**src/rtl/exec_register_file.sv**
```systemverilog
`default_nettype none
// ============================================================================
// Module      : exec_register_file
// Description : Execute-stage general-purpose register file with three
//               registered read ports and two write ports. Reads bypass the
//               same-edge writes (wr1 over wr2 over stored value). After reset,
//               a sequential sweep zeroes every entry before regfile_ready
//               rises.
// Ports       : clock, reset (sync, active-high)
//               reg_rd1/2/3 -> reg_rd1/2/3_out   read address / registered data
//               reg_wr1(_data,_enable)          writeback port (wins collisions)
//               reg_wr2(_data,_enable)          base-register update port
//               regfile_ready                   high once the clear sweep is done
//               write_collision                 pulse when both writes hit one address
// Revision    : 1.0 - initial release
// ============================================================================
module exec_register_file #(
    parameter int NUM_REGS = 64,
    parameter int ADDR_W   = 6,
    parameter int DATA_W   = 16,
    parameter int ZERO_REG = 1
) (
    input  logic              clock,
    input  logic              reset,
    input  logic [ADDR_W-1:0] reg_rd1,
    input  logic [ADDR_W-1:0] reg_rd2,
    input  logic [ADDR_W-1:0] reg_rd3,
    output logic [DATA_W-1:0] reg_rd1_out,
    output logic [DATA_W-1:0] reg_rd2_out,
    output logic [DATA_W-1:0] reg_rd3_out,
    input  logic [ADDR_W-1:0] reg_wr1,
    input  logic [DATA_W-1:0] reg_wr1_data,
    input  logic              reg_wr1_enable,
    input  logic [ADDR_W-1:0] reg_wr2,
    input  logic [DATA_W-1:0] reg_wr2_data,
    input  logic              reg_wr2_enable,
    output logic              regfile_ready,
    output logic              write_collision
);

    localparam logic [0:0]        c_ST_CLEAR = 1'b0;
    localparam logic [0:0]        c_ST_RUN   = 1'b1;
    localparam logic [ADDR_W-1:0] c_LAST_IDX = ADDR_W'(NUM_REGS - 1);
    localparam logic              c_ZERO_EN  = (ZERO_REG != 0);

    logic [0:0]        r_state;
    logic [ADDR_W-1:0] r_idx;
    logic [DATA_W-1:0] r_mem [NUM_REGS];
    logic [DATA_W-1:0] r_rd1_out;
    logic [DATA_W-1:0] r_rd2_out;
    logic [DATA_W-1:0] r_rd3_out;
    logic              r_ready;
    logic              r_coll;

    logic              w_same_addr;
    logic              w_collision;
    logic              w_wr1_en;
    logic              w_wr2_en;
    logic [ADDR_W-1:0] w_rd_addr [3];

    // Collision is judged on the raw strobes so that a clash on the zero
    // register is still reported even though neither write lands.
    assign w_same_addr = (reg_wr1 == reg_wr2);
    assign w_collision = reg_wr1_enable && reg_wr2_enable && w_same_addr;

    // Effective write strobes: port 2 yields to port 1 on the same address,
    // and writes to entry 0 vanish when it is hardwired to zero.
    assign w_wr1_en = reg_wr1_enable && !(c_ZERO_EN && (reg_wr1 == '0));
    assign w_wr2_en = reg_wr2_enable && !(reg_wr1_enable && w_same_addr)
                      && !(c_ZERO_EN && (reg_wr2 == '0));

    assign w_rd_addr[0] = reg_rd1;
    assign w_rd_addr[1] = reg_rd2;
    assign w_rd_addr[2] = reg_rd3;

    // Per-port next read value: the entry as it will be after this edge.
    for (genvar gi = 0; gi < 3; gi++) begin : g_rd_port
        logic [DATA_W-1:0] w_next;
        always_comb begin
            w_next = r_mem[w_rd_addr[gi]];
            if (c_ZERO_EN && (w_rd_addr[gi] == '0)) begin
                w_next = '0;
            end else if (w_wr1_en && (reg_wr1 == w_rd_addr[gi])) begin
                w_next = reg_wr1_data;
            end else if (w_wr2_en && (reg_wr2 == w_rd_addr[gi])) begin
                w_next = reg_wr2_data;
            end
        end
    end

    always_ff @(posedge clock) begin
        if (reset) begin
            r_state   <= c_ST_CLEAR;
            r_idx     <= '0;
            r_ready   <= 1'b0;
            r_coll    <= 1'b0;
            r_rd1_out <= '0;
            r_rd2_out <= '0;
            r_rd3_out <= '0;
        end else if (r_state == c_ST_CLEAR) begin
            // One entry per cycle; write ports are ignored until the sweep ends.
            r_mem[r_idx] <= '0;
            r_idx        <= r_idx + 1'b1;
            r_coll       <= 1'b0;
            r_rd1_out    <= '0;
            r_rd2_out    <= '0;
            r_rd3_out    <= '0;
            if (r_idx == c_LAST_IDX) begin
                r_state <= c_ST_RUN;
                r_ready <= 1'b1;
            end
        end else begin
            if (w_wr2_en) begin
                r_mem[reg_wr2] <= reg_wr2_data;
            end
            if (w_wr1_en) begin
                r_mem[reg_wr1] <= reg_wr1_data;
            end
            r_coll    <= w_collision;
            r_rd1_out <= g_rd_port[0].w_next;
            r_rd2_out <= g_rd_port[1].w_next;
            r_rd3_out <= g_rd_port[2].w_next;
        end
    end

    assign reg_rd1_out     = r_rd1_out;
    assign reg_rd2_out     = r_rd2_out;
    assign reg_rd3_out     = r_rd3_out;
    assign regfile_ready   = r_ready;
    assign write_collision = r_coll;

endmodule
`default_nettype wire

```
**config.mk**
```make
export PLATFORM = sky130hd
export DESIGN_NAME = exec_register_file
export DESIGN_NICKNAME = d
export VERILOG_FILES = /design/src/rtl/exec_register_file.sv
export SDC_FILE = /design/constraint.sdc
export NUM_CORES = 2
export LEC_CHECK = 0
export ABC_AREA = 1
export CAP_MARGIN = 40
export CELL_PAD_IN_SITES_DETAIL_PLACEMENT = 1
export CELL_PAD_IN_SITES_GLOBAL_PLACEMENT = 2
export CORE_MARGIN = 2
export CORE_UTILIZATION = 34
export CTS_CLUSTER_DIAMETER = 200
export DETAILED_ROUTE_END_ITERATION = 10
export PLACE_DENSITY_LB_ADDON = 0.1
export SLEW_MARGIN = 20
export SYNTH_ARGS = -nofsm -noshare
export SYNTH_HDL_FRONTEND = slang
export SYNTH_SLANG_ARGS = --single-unit
```
**constraint.sdc**
```tcl
create_clock -name clock -period 3.6 [get_ports clock]
set_input_delay 0.72 -clock clock [delete_from_list [all_inputs] [get_ports clock]]
set_output_delay 0.72 -clock clock [all_outputs]
set_load 0.01 [all_outputs]
```
==> results_dict.tcl <==
set metrics [dict create \
    vias_per_cell 6.315 \
    area_delta_synth_final_pct 22.53 \
    max-cap-violations 0 \
    antenna_found_initial 34 \
    critPathKind "input pin to register" \
    layout_common_cells "a21oi_1 (1,867), o21ai_0 (1,511), nor2_1 (1,280), nand2_1 (1,169), edfxtp_1 (1,024)" \
    run_status "finished, final reports clean" \
    die_h_um 470.6 \
    dp_worst_setup_slack_ns -0.2882 \
    dp_hpwl_mm 327.9 \
    nets 10373 \
    wl_per_cell_um 34.45 \
    powerDensity_nw_per_um2 377.8 \
    fmax_mhz 298.9 \
    cts-root-buf "clkbuf_16" \
    grt_overflow 0 \
    path_max_fanout 36 \
    cp_data_required_time_ns 4.32 \
    reg2reg_to "reg_rd1_out[3]" \
    die_w_um 470.6 \
    cp.arrival_ns 4.06 \
    syn_nets 10218 \
    grt_max_degree 79 \
    ys_seq_area_share_pct 43.08 \
    cts_made_buffers 139 \
    clock_skew_ns 0.03242 \
    gp_congestion 1.033 \
    finalSetupViolCount 0 \
    synth_seq_cells 1081 \
    ys_types 44 \
    synth_top_area_share_pct 41.54 \
    hold_ws_ns 0.3728 \
    die_area_um2 221500 \
    crit_family "buffers and inverters" \
    hold-path-cell-count 3 \
    num_rows 171 \
    clock_latency_ns 0.86 \
    grt_pass1_wl_mm 631.8 \
    path_common_cell "buf_4" \
    initial_core_util_pct 34.15 \
    drt_pre_antenna_iters 6 \
    slowest_delay_ns 0.76 \
    clock_path_buffers 3 \
    grt.total_usage_pct 40.06 \
    synth_warnings 0 \
    power.leakage_nw 36.17 \
    drive_above_1_share_pct 12.93 \
    worstPathCellList "buf_8 > buf_12 > buf_4 > a21oi_1 > o21ai_0 > nand3_1 > nand3_1 > nand2_1 > o21ai_0 > buf_4 > nand2_1 > buf_4 > a21oi_1 > buf_4 > nand2_1 > nand3_1 > a21oi_1" \
    yosys.area.top_type "edfxtp_1" \
    worstMarginPinSlew_ns 1.004 \
    reg2reg_depth 15 \
    first_global_vias 80904 \
    ys_dominant_reg_cell "edfxtp_1" \
    worstSetupStartpointType "input pin" \
    drtIter0Drc 11453 \
    final_cells 13277 \
    worstReg2RegStart "r_mem[15][3]" \
    cts_hold_buf 0 \
    hold_start "reg_wr1_data[15]" \
    vdd_drop_max_v 0.0005376 \
    synth.area.top_cells "edfxtp_1 (42%), a21oi_1 (13%), o21ai_0 (11%)" \
    cts_tree "done" \
    syn-mean-instance-area_um2 7.292 \
    fin_crit_ns 3.346 \
    crit_path_end_kind "register" \
    setup_ws_ns 0.2542 \
    cts_resized 0 \
    rsz0062_at_grt "false" \
    drc 0 \
    hold_class "input pin to register" \
    wl_mm 457.4 \
    slew_headroom_pct 33.07 \
    h-tree-depth 4 \
    mappedNetlistArea_um2 74020 \
    dp.cells 13019 \
    dr_total_vias 83842 \
    holdPathEnd "reg_rd3_out[15]" \
    timing.reg2reg.setup_slack_ns 0.40 \
    fin_util_pct 41.85 \
    crit_path_top_delay_cell "a21oi_1" \
    slew_violations 0 \
    post_cts_buffers 0 \
    synth_edf_count 1024 \
    ant_nets 0 \
    fin_crit_sh_pct 92.94 \
    hold_violations 0 \
    cp_num_buf_inv 6 \
    ios 116 \
    clock-sinks 1081 \
    synth-async-reset-ratio_pct 0 \
    final_common_cell "a21oi_1" \
    core_area_um2 216700 \
    synthCells 10151 \
    portBuffers 115 \
    clk_pin_slew_ns 0.06 \
]
-- flip-flops by register name, indices dropped and copies added, names as in the netlist --
register,count
r_state,1
reg_rd2_out,16
reg_rd1_out,16
reg_rd3_out,16
r_idx,6
r_mem,1024
regfile_ready,1
write_collision,1
-- cells in the mapped netlist (17+ instances only) --
library cell / number
a21oi_1: 1867
a22oi_1: 38
buf_1: 129
buf_2: 161
clkbuf_1: 765
dfxtp_1: 57
edfxtp_1: 1024
inv_1: 584
nand2_1: 1183
nand3_1: 830
nand4_1: 37
nor2_1: 1289
nor3_1: 23
o211ai_1: 425
o21ai_0: 1572
o21ai_1: 17
-- per-layer routing --
layer | vias up | GRT usage, % | share of wire (%)
li1 | 35909 | - | -
met1 | 42269 | 51.06 | 39
met2 | 4553 | 60.84 | 43
met3 | 1097 | 9.190 | 9.7
met4 | 14 | 25.96 | 7.5
met5 | - | 0 | 0.019
-- worst max path at each step --
stage                     from             end  slack, ns  cells past startpoint
floorplan           reg_wr1[1]    r_mem[14][0]      -0.13                     12
global placement    reg_wr1[3]   r_mem[26][10]      -0.31                     16
detailed placement  reg_wr1[0]   r_mem[26][10]      -0.29                     16
CTS                 reg_wr1[0]   r_mem[26][12]       0.60                     16
global route        reg_rd1[0]  reg_rd1_out[3]       0.38                     17
finish              reg_rd1[0]  reg_rd1_out[3]       0.25                     17
-- stage by stage --
stage | setup TNS, ns | area [um2] | total power [mW]
global placement | -102.07 | 86070 | 19.61
CTS | 0 | 90670 | 34.10
finish | 0 | 90700 | 34.27
detailed placement | -93.20 | 86130 | 19.66
global route | 0 | 90670 | 34.89
floorplan | -46.03 | 74020 | 16.29
-- worst reg2reg max path, cell delays in order, from the launching register on --
cell and delay (ns):
edfxtp_1 0.39, inv_1 0.09, nand2_1 0.06, o211ai_1 0.08, nand3_1 0.16, nand3_1 0.20
nand2_1 0.12, o21ai_0 0.19, buf_4 0.19, nand2_1 0.14, buf_4 0.17, a21oi_1 0.76
buf_4 0.32, nand2_1 0.07, nand3_1 0.08, a21oi_1 0.07
-- cell families after synthesis --
logic type      share of synthesized area (%)
flops                                   43.08
buf+inv                                 8.844
fa+ha+maj                             0.01690
simple gates                            19.37
compound gates                          28.61
xor+xnor                              0.07099
-- power breakdown --
group,internal (mW),total [mW],switching [mW]
sequential,13.6,13.6,0.0354
combinational,1.73,6.05,4.32
clock,8.35,14.6,6.25
-- cell type report --
cell class,instances,area [um2]
Antenna cell,15,37.54
Multi-Input combinational cell,7400,35990
Clock buffer,166,3654
Fill cell,25991,126000
Timing Repair Buffer,1079,12360
Sequential cell,1081,31890
Clock inverter,77,885.9
Tap cell,2854,3571
Inverter,605,2317
(Power assumes the default switching activity.)
